## config.mk

```make
export PLATFORM = sky130hd
export DESIGN_NAME = mmio_uart_tx
export DESIGN_NICKNAME = d
export VERILOG_FILES = /design/src/rtl/mmio_uart_tx.sv
export SDC_FILE = /design/constraint.sdc
export NUM_CORES = 1
export LEC_CHECK = 0
export CORE_AREA = 4 4 118 120
export DETAILED_ROUTE_END_ITERATION = 10
export DIE_AREA = 0 0 122 124
export PLACE_DENSITY_LB_ADDON = 0.15
export SLEW_MARGIN = 20
export SYNTH_ARGS = -nofsm -noshare
export SYNTH_HDL_FRONTEND = slang
export SYNTH_SLANG_ARGS = --single-unit
```

## constraint.sdc

```tcl
create_clock -name clk -period 4.2 [get_ports clk]
set_clock_uncertainty 0.15 [all_clocks]
set_input_delay 0.63 -clock clk [delete_from_list [all_inputs] [get_ports clk]]
set_output_delay 0.63 -clock clk [all_outputs]
set_load 0.1 [all_outputs]
```

## src/rtl/mmio_uart_tx.sv

```systemverilog
// Memory-mapped 8N1 UART transmitter: TX FIFO, status/divisor registers, serialiser.
// Define MMIO_UART_PARITY_EN to insert an even-parity bit before the stop bit.
module mmio_uart_tx #(
  parameter logic [11:0] BASE_ADDR   = 12'hF00,
  parameter int          FIFO_DEPTH  = 8,
  parameter logic [15:0] DEFAULT_DIV = 16'd433
) (
  input  logic        clk,
  input  logic        reset,
  input  logic [11:0] address,
  input  logic [15:0] data_in,
  input  logic        write_enable,
  input  logic        read_enable,
  output logic [15:0] data_out,
  output logic        tx
);

  localparam int AW = $clog2(FIFO_DEPTH);
  localparam int CW = AW + 1;

  typedef enum logic [2:0] {S_IDLE, S_START, S_DATA, S_PARITY, S_STOP} state_t;

  state_t        r_state, w_state_next;
  logic [7:0]    r_mem [FIFO_DEPTH];
  logic [AW-1:0] r_wptr, r_rptr;
  logic [CW-1:0] r_count;
  logic          r_ovf;
  logic [15:0]   r_div, r_baud, r_data_out;
  logic [7:0]    r_shift;
  logic [2:0]    r_bitcnt;
  logic          r_tx;

  logic          w_sel, w_wr, w_rd;
  logic [1:0]    w_off;
  logic          w_full, w_empty, w_push_req, w_push, w_pop;
  logic          w_bit_end, w_busy, w_tx_next, w_par_present;
  logic [7:0]    w_head;
  logic [15:0]   w_status;

  assign w_off      = address[1:0];
  assign w_sel      = (address[11:2] == BASE_ADDR[11:2]);
  assign w_wr       = w_sel & write_enable;
  assign w_rd       = w_sel & read_enable & ~write_enable;

  assign w_full     = (r_count == CW'(FIFO_DEPTH));
  assign w_empty    = (r_count == '0);
  assign w_push_req = w_wr && (w_off == 2'd0);
  // A pop in the same cycle frees a slot, so a push into a full FIFO is still taken.
  assign w_push     = w_push_req && (!w_full || w_pop);
  assign w_head     = r_mem[r_rptr];
  assign w_bit_end  = (r_baud == '0);
  assign w_busy     = (r_state != S_IDLE) || !w_empty;

`ifdef MMIO_UART_PARITY_EN
  logic r_par;
  assign w_par_present = 1'b1;
`else
  assign w_par_present = 1'b0;
`endif

  assign w_status = {8'(r_count), 3'b000, w_par_present, r_ovf, w_empty, w_full, w_busy};
  assign data_out = r_data_out;
  assign tx       = r_tx;

  always_ff @(posedge clk) begin
    if (w_push) r_mem[r_wptr] <= data_in[7:0];
  end

  always_ff @(posedge clk or negedge reset) begin
    if (!reset) begin
      r_wptr     <= '0;
      r_rptr     <= '0;
      r_count    <= '0;
      r_ovf      <= 1'b0;
      r_div      <= DEFAULT_DIV;
      r_data_out <= '0;
    end else begin
      if (w_push) r_wptr <= r_wptr + 1'b1;
      if (w_pop)  r_rptr <= r_rptr + 1'b1;
      case ({w_push, w_pop})
        2'b10:   r_count <= r_count + 1'b1;
        2'b01:   r_count <= r_count - 1'b1;
        default: ;
      endcase
      if (w_wr && (w_off == 2'd1) && data_in[3]) r_ovf <= 1'b0;
      if (w_push_req && w_full && !w_pop)        r_ovf <= 1'b1;
      if (w_wr && (w_off == 2'd2))               r_div <= data_in;
      if (w_rd) begin
        case (w_off)
          2'd1:    r_data_out <= w_status;
          2'd2:    r_data_out <= r_div;
          default: r_data_out <= '0;
        endcase
      end
    end
  end

  always_ff @(posedge clk or negedge reset) begin
    if (!reset) r_state <= S_IDLE;
    else        r_state <= w_state_next;
  end

  always_comb begin
    w_state_next = r_state;
    w_pop        = 1'b0;
    w_tx_next    = 1'b1;
    case (r_state)
      S_IDLE: begin
        if (!w_empty) begin
          w_pop        = 1'b1;
          w_state_next = S_START;
        end
      end
      S_START: begin
        w_tx_next = 1'b0;
        if (w_bit_end) w_state_next = S_DATA;
      end
      S_DATA: begin
        w_tx_next = r_shift[0];
`ifdef MMIO_UART_PARITY_EN
        if (w_bit_end && (r_bitcnt == 3'd7)) w_state_next = S_PARITY;
`else
        if (w_bit_end && (r_bitcnt == 3'd7)) w_state_next = S_STOP;
`endif
      end
      S_PARITY: begin
`ifdef MMIO_UART_PARITY_EN
        w_tx_next = r_par;
`endif
        if (w_bit_end) w_state_next = S_STOP;
      end
      S_STOP: begin
        // Chain straight into the next frame when more data is waiting.
        if (w_bit_end) begin
          if (!w_empty) begin
            w_pop        = 1'b1;
            w_state_next = S_START;
          end else begin
            w_state_next = S_IDLE;
          end
        end
      end
      default: w_state_next = S_IDLE;
    endcase
  end

  always_ff @(posedge clk or negedge reset) begin
    if (!reset) begin
      r_tx     <= 1'b1;
      r_shift  <= '0;
      r_bitcnt <= '0;
      r_baud   <= '0;
`ifdef MMIO_UART_PARITY_EN
      r_par    <= 1'b0;
`endif
    end else begin
      r_tx <= w_tx_next;
      if (w_pop) begin
        r_shift  <= w_head;
        r_bitcnt <= '0;
        r_baud   <= r_div;
`ifdef MMIO_UART_PARITY_EN
        r_par    <= ^w_head;
`endif
      end else if (r_state != S_IDLE) begin
        if (w_bit_end) begin
          r_baud <= r_div;
          if (r_state == S_DATA) begin
            r_shift  <= r_shift >> 1;
            r_bitcnt <= r_bitcnt + 1'b1;
          end
        end else begin
          r_baud <= r_baud - 1'b1;
        end
      end
    end
  end

endmodule
```

==> impl_results.md, run 1 <==
* Wire length of the first global-routing pass at 22,600 um
* Maximum count of clock buffers along a single path at 2
* Worst hold slack at 0.185 ns
* Most frequent cell after synthesis: dfrtp_1
* Mux contribution to synthesized area at 13.9%
* Gates resized, CTS repair at 0
* Worst setup margin at 0.837 ns
* Slowest cell on crit path: nor2_1
* Final Power at 3.99 mW
* Outcome: finished, final reports clean
* Total number of vias at 4,189
* Filler cell count in the final layout at 1,069
* Port buffer count at 48
* Largest vdd supply drop at 0.000289 V
* Share of total power consumed by net switching at 28.0%
* Maximum clock frequency at 297 MHz
* Clock root buffer: clkbuf_16
* Post-Route Setup TNS at 0 ns
* Min cycle time layout at 3.36 ns
* Final estimated routing congestion in global placement at 0.819
* Type of destination of the critical path: flop
* Most used DFF post-synth: dfrtp_1
* Post-place instance area at 6940 um2
* Width of the chip at 122 um
* Setup violation total in the final timing report at 0
* Combined area of all synthesized cells at 6300 um2
* Placement Setup Slack at 0.489 ns
* Hold-fix buffers, CTS at 0
* HPWL after DPL at 9880 um
* Detail-routed net length per standard cell at 19.8 um
* Final core area utilization at 58.0%
* Combinational family with the most area after synthesis: multiplexers
* Maximum fanout encountered on the critical timing path at 9
* Main area contributors after synthesis: edfxtp_1 (31%), dfrtp_1 (27%), mux4_2 (5.7%), mux2_2 (4.7%), mux2i_1 (3.5%)
* Relative area change from synthesis to final layout at 19.6%
* Distinct cells, synth at 55
* Overflow left after global routing at 0
* Vias in the first global route at 4,050
* Fraction of the cycle the final worst path needs at 80.1%
* P_leak at 2.90 nW
* Async set-or-reset flop fraction in the synthesized netlist at 53.6%
* Die ar. at 15,100 um2
* Number of CTS-inserted buffers at 17
* Number of storage elements in the synthesis netlist at 138
* # placed instances at 690
* Non-filler instance count after layout at 721
* Number of antenna diodes at 0
* Synth Area in Compound Gates at 9.10%
* Power density over cell area at 530 nW/um2
* Core area at 13,000 um2
* Number of flops mapped to enable cells by yosys at 64
* Required arrival time at the worst endpoint at 4.10 ns
* Seq pwr share at 45.1%
* Top delay family on crit path: simple AND/OR/NAND/NOR gates
* Critical path start-end classification: reg -> reg
* Internal power at 2.87 mW
* Count of unresolved DRC violations after routing at 0
* Number of nets in the synthesized netlist at 526
* Met1 Use GR at 29.3%
* Area share of the largest cell type after synthesis at 30.5%
* Later-pin clock latency in the skew report at 0.42 ns
* Final number of max-transition violations at 0
* Post-Syn Instances at 485
* H-tree levels at 4
* Critical path startpoint category: flop
* Most crowded layer after global routing: met2
* Fraction of the mapped netlist area in adder cells at 1.79%
* Initial Util at 48.5%
* CTS tree: yes
* Number of vias per cell at 5.81
* RSZ-0062 raised after global routing: false
* Kind of path behind the tightest hold check: in -> async
* Row cnt at 42
* Most frequent cells after synthesis: dfrtp_1 (68), edfxtp_1 (64), nand2_1 (43), o21ai_0 (34), mux2_2 (26)
* Worst endpoint data arrival time at 3.27 ns
* Number of antenna violations at the first check in global routing at 0
* Final design instance area without fill at 7530 um2
* NetSw at 1.12 mW
* Sequential cell area fraction in the yosys report at 60.1%
* Overall Global Routing Usage at 20.2%
* Detailed-routing iteration count for the pre-antenna-repair pass at 5
* Largest net degree at the start of global routing at 75
* Worst path cell trace: inv_1 > ha_1 > or4b_1 > or4_4 > a21oi_4 > o211ai_1 > nor2_1
* Buffers inserted during post-CTS setup optimization at 0
* Slew of the pin with the lowest slew margin at 0.977 ns
* Reported max-cap violation count at 0
* Clock Sink Count at 138
* DRT Wirelength at 14,300 um
* Clock power frac at 36.7%
* Number of violations reported at the end of detailed-routing iteration 0 at 451
* Final-report hold violation count at 0
* Die Height at 124 um
* Met3 Resource Use GR at 5.68%
* Number of placed I/O pins at 49
* Proportion of power drawn by combinational gates at 18.1%
* NumNets Final at 574
* Number of synthesis warnings at 0
* Fraction of final layout cells with drive strength greater than 1 at 19.1%
* Antenna-violating nets left at 0
* Mean instance size in the synthesized netlist at 13.0 um2
* Clock transition at the register clock pins on the worst setup and hold paths after CTS at 0.06 ns
* Library cell with the largest summed area after synthesis: edfxtp_1
* Buffers & Inverters on Critical Path at 1
* Maximum single-stage delay on the critical path at 0.61 ns
* Worst max-slew margin expressed relative to the limit at 34.6%
* Met2 Use GR at 29.6%
* Simple logic cell fraction of the synthesized area at 10.7%
* Xor-xnor portion of the synthesized cell area at 0.974%
[layout by cell type, fill, tap and decap left out, types with 3 or more instances in the layout]
| cell type | instances |
|---|---|
| a21oi_1 | 18 |
| a22o_1 | 10 |
| a22oi_1 | 6 |
| buf_4 | 12 |
| bufinv_16 | 3 |
| clkbuf_16 | 17 |
| clkdlybuf4s50_1 | 47 |
| clkinv_2 | 5 |
| clkinv_4 | 3 |
| dfrtp_1 | 67 |
| dfstp_2 | 6 |
| edfxtp_1 | 64 |
| ha_1 | 9 |
| inv_1 | 22 |
| mux2_2 | 26 |
| mux2i_1 | 22 |
| mux4_2 | 16 |
| nand2_1 | 43 |
| nand3_1 | 6 |
| nand4_1 | 5 |
| nor2_1 | 16 |
| nor3_1 | 18 |
| nor4_1 | 8 |
| o21ai_0 | 34 |
| o22ai_1 | 5 |
| or3_1 | 3 |
| or4_1 | 6 |
| or4_4 | 3 |
| xnor2_1 | 5 |
[worst reg2reg max path, stage by stage (launching register included)]
cell and delay [ns]:
dfrtp_1 0.41, inv_1 0.07, ha_1 0.19, or4b_1 0.60
or4_4 0.57, a21oi_4 0.20, o211ai_1 0.21, nor2_1 0.61
[power by group through the flow]
| stage | registers, mW | logic [mW] | clock network (mW) |
|---|---|---|---|
| 2_1_floorplan | 1.73 | 0.603 | 0 |
| 3_3_place_gp | 1.81 | 0.709 | 0 |
| 3_5_place_dp | 1.82 | 0.729 | 0 |
| 4_1_cts | 1.80 | 0.729 | 1.49 |
| 5_1_grt | 1.83 | 0.801 | 1.55 |
| 6_report | 1.80 | 0.724 | 1.47 |
[per-layer routing]
layer,wire (um),share of wire [%]
met2,6550,46
met1,6680,47
met4,151,1.1
met5,0,0
met3,907,6.3
[worst paths after layout]
path | start | endpoint | slack [ns] | cells past startpoint
worst min register to register | data_out[15] | data_out[15] | 0.33 | 2
worst max-delay path | r_baud[0] | r_mem[5][2] | 0.84 | 7
worst max register to register | r_baud[0] | r_mem[5][2] | 0.84 | 7
worst min-delay path | reset | r_shift[2] | 0.19 | 1
max in group asynchronous | reset | r_rptr[0] | 3.06 | 1
min in group clk | data_out[15] | data_out[15] | 0.33 | 2
[layout make-up]
type	instances	area, um2	share of cell area (%)
flip-flops and latches	138	3780	50.2
multi-input cells	295	2300	30.6
repair buffers	59	561	7.45
clock buffers	17	425	5.65
well taps	176	220	2.93
clock inverters	14	156	2.08
inverters	22	82.6	1.10
[logic make-up (layout without fill, tap and decap cells)]
logic type	Yosys count	count (layout)
fa+ha+maj	9	9
flops	138	138
compound gates	90	90
simple gates	125	125
mux	64	64
xor+xnor	7	7
buf+inv	52	112
[registers in the layout, indices dropped and copies added (netlist names)]
register,cells
r_mem,64
data_out,16
r_baud,16
r_div,16
r_shift,8
r_count,4
r_bitcnt,3
r_rptr,3
r_state,3
r_wptr,3
r_ovf,1
tx,1
(Power assumes the default switching activity.)
==> run 2, diff against run 1 <==
==> constraint.sdc (replaced) <==
create_clock -name clk -period 3.1 [get_ports clk]
set_clock_uncertainty 0.15 [all_clocks]
set_input_delay 0.465 -clock clk [delete_from_list [all_inputs] [get_ports clk]]
set_output_delay 0.465 -clock clk [all_outputs]
set_load 0.1 [all_outputs]
==> impl_results.md, run 2 (synthesis gave the netlist of run 1 again) <==
* Wire length of the first global-routing pass at 22,100 um
* Reported max-cap violation count at 0
* Largest net degree at the start of global routing at 75
* Final-report hold violation count at 0
* Outcome: finished, final reports clean
* Min cycle time layout at 2.97 ns
* NumNets Final at 588
* Crit Reg-Reg Endpoint: r_count[2]
* Final number of max-transition violations at 0
* DRT Wirelength at 13,600 um
* NetSw at 1.53 mW
* Seq pwr share at 43.6%
* Number of antenna diodes at 0
* Antenna-violating nets left at 0
* Commonest cells after routing, fill and taps aside: dfrtp_1 (68), edfxtp_1 (64), nand2_1 (43), buf_4 (43), o21ai_0 (34)
* Proportion of power drawn by combinational gates at 19.3%
* P_leak at 3.03 nW
* Clock power frac at 37.1%
* Overall Global Routing Usage at 19.6%
* Type of destination of the critical path: flop
* Critical path startpoint category: flop
* Relative area change from synthesis to final layout at 21.3%
* Port buffer count at 48
* Final estimated routing congestion in global placement at 0.850
* # placed instances at 703
* Maximum clock frequency at 337 MHz
* Number of vias per cell at 5.67
* Flip-flop count of the largest register after layout at 64
* Fraction of final layout cells with drive strength greater than 1 at 24.8%
* Clock Sink Count at 138
* Kind of path behind the tightest hold check: in -> async
* Vias in the first global route at 4,058
* Count of unresolved DRC violations after routing at 0
* Required arrival time at the worst endpoint at 3.24 ns
* Maximum count of clock buffers along a single path at 2
* Die Height at 124 um
* Clock root buffer: clkbuf_16
* Commonest non-fill, non-tap cell in the layout: dfrtp_1
* Row cnt at 42
* Reg-to-reg critical path startpoint: r_baud[9]
* Total number of vias at 4,170
* Initial Util at 48.5%
* Maximum fanout encountered on the critical timing path at 9
* Overflow left after global routing at 0
* Number of CTS-inserted buffers at 17
* H-tree levels at 4
* Setup violation total in the final timing report at 0
* Hold-fix buffers, CTS at 0
* Biggest register: r_mem
* Setup slack, reg-to-reg at 0.13 ns
* Number of violations reported at the end of detailed-routing iteration 0 at 414
* Die ar. at 15,100 um2
* Internal power at 3.93 mW
* Width of the chip at 122 um
* Detail-routed net length per standard cell at 18.5 um
* Clock transition at the register clock pins on the worst setup and hold paths after CTS at 0.06 ns
* Core area at 13,000 um2
* Slew of the pin with the lowest slew margin at 0.972 ns
* Worst endpoint data arrival time at 3.11 ns
* Later-pin clock latency in the skew report at 0.41 ns
* Power density over cell area at 715 nW/um2
* Fraction of the cycle the final worst path needs at 95.8%
* Number of antenna violations at the first check in global routing at 0
* Non-filler instance count after layout at 736
* Worst max-slew margin expressed relative to the limit at 35.0%
* Number of placed I/O pins at 49
* CTS tree: yes
* Detailed-routing iteration count for the pre-antenna-repair pass at 4
* Share of total power consumed by net switching at 28.0%
* Worst hold slack at 0.0344 ns
* Largest vdd supply drop at 0.000390 V
* Path depth of the worst reg2reg path at 8
* HPWL after DPL at 9620 um
* Critical path start-end classification: reg -> reg
[run 2: cell types whose count changed in the layout (fill, tap and decap cells not counted), sizes merged, moves of 2 or more]
cell and change:
clkbuf +8, clkinv -7, clkdlybuf4s50 -17, buf +31, bufinv -3, inv +2
[run 2: worst max-delay path by stage]
stage / from / to / slack, ns / cells after the start
after CTS: r_baud[9] / r_count[2] / 0.09 / 8
after global placement: address[3] / r_count[2] / 0.14 / 9
after floorplan: r_baud[0] / r_mem[3][0] / -0.01 / 9
after global routing: r_baud[0] / r_count[2] / -0.01 / 10
after detailed placement: address[3] / r_count[2] / 0.06 / 9
final: r_baud[9] / r_count[2] / 0.13 / 8
[run 2: worst max-delay path, stage by stage, from the launching register on]
cell and delay, ns:
dfrtp_1 0.42, or4_4 0.59, or4_4 0.66, a211oi_4 0.31, xor2_1 0.11, ha_1 0.20
nor3_1 0.17, mux2i_1 0.11, xnor2_1 0.13
[run 2: layout make-up]
type,count,area [um2]
clock buffer,25,569
clock inverter,7,46.3
fill,1073,5340
inverter,22,82.6
multi-input combinational,295,2320
sequential,138,3780
tap,176,220
timing repair buffer,73,623
[run 2: per-stage QoR]
step	power, mW	setup TNS [ns]	util (%)	setup WS (ns)	instance area [um2]
floorplan	3.16	-0.280	-	-0.0117	6310
global placement	3.43	0	54.0	0.139	7010
detailed placement	3.47	0	54.0	0.0617	7010
CTS	5.51	0	58.7	0.0947	7620
global route	5.75	-0.0144	58.9	-0.0144	7640
finish	5.47	0	58.9	0.130	7640
[run 2: power groups by stage]
stage / combinational [mW] / sequential (mW) / clock [mW]
5_1_grt: 1.19 / 2.42 / 2.14
3_3_place_gp: 1.04 / 2.40 / 0
6_report: 1.06 / 2.38 / 2.03
2_1_floorplan: 0.817 / 2.34 / 0
3_5_place_dp: 1.06 / 2.41 / 0
4_1_cts: 1.07 / 2.38 / 2.06
[run 2: per-layer routing]
metal / share of wire (%) / GRT usage [%]
met5: 0 / 0
met2: 45 / 27.8
met1: 48 / 28.9
met4: 1.8 / 8.12
met3: 5.7 / 4.77
[run 2: timing repair]
action / in CTS / in global routing
buffers inserted: 0 / 1
gates resized for setup: 0 / 1
setup endpoints to repair: 0 / 1
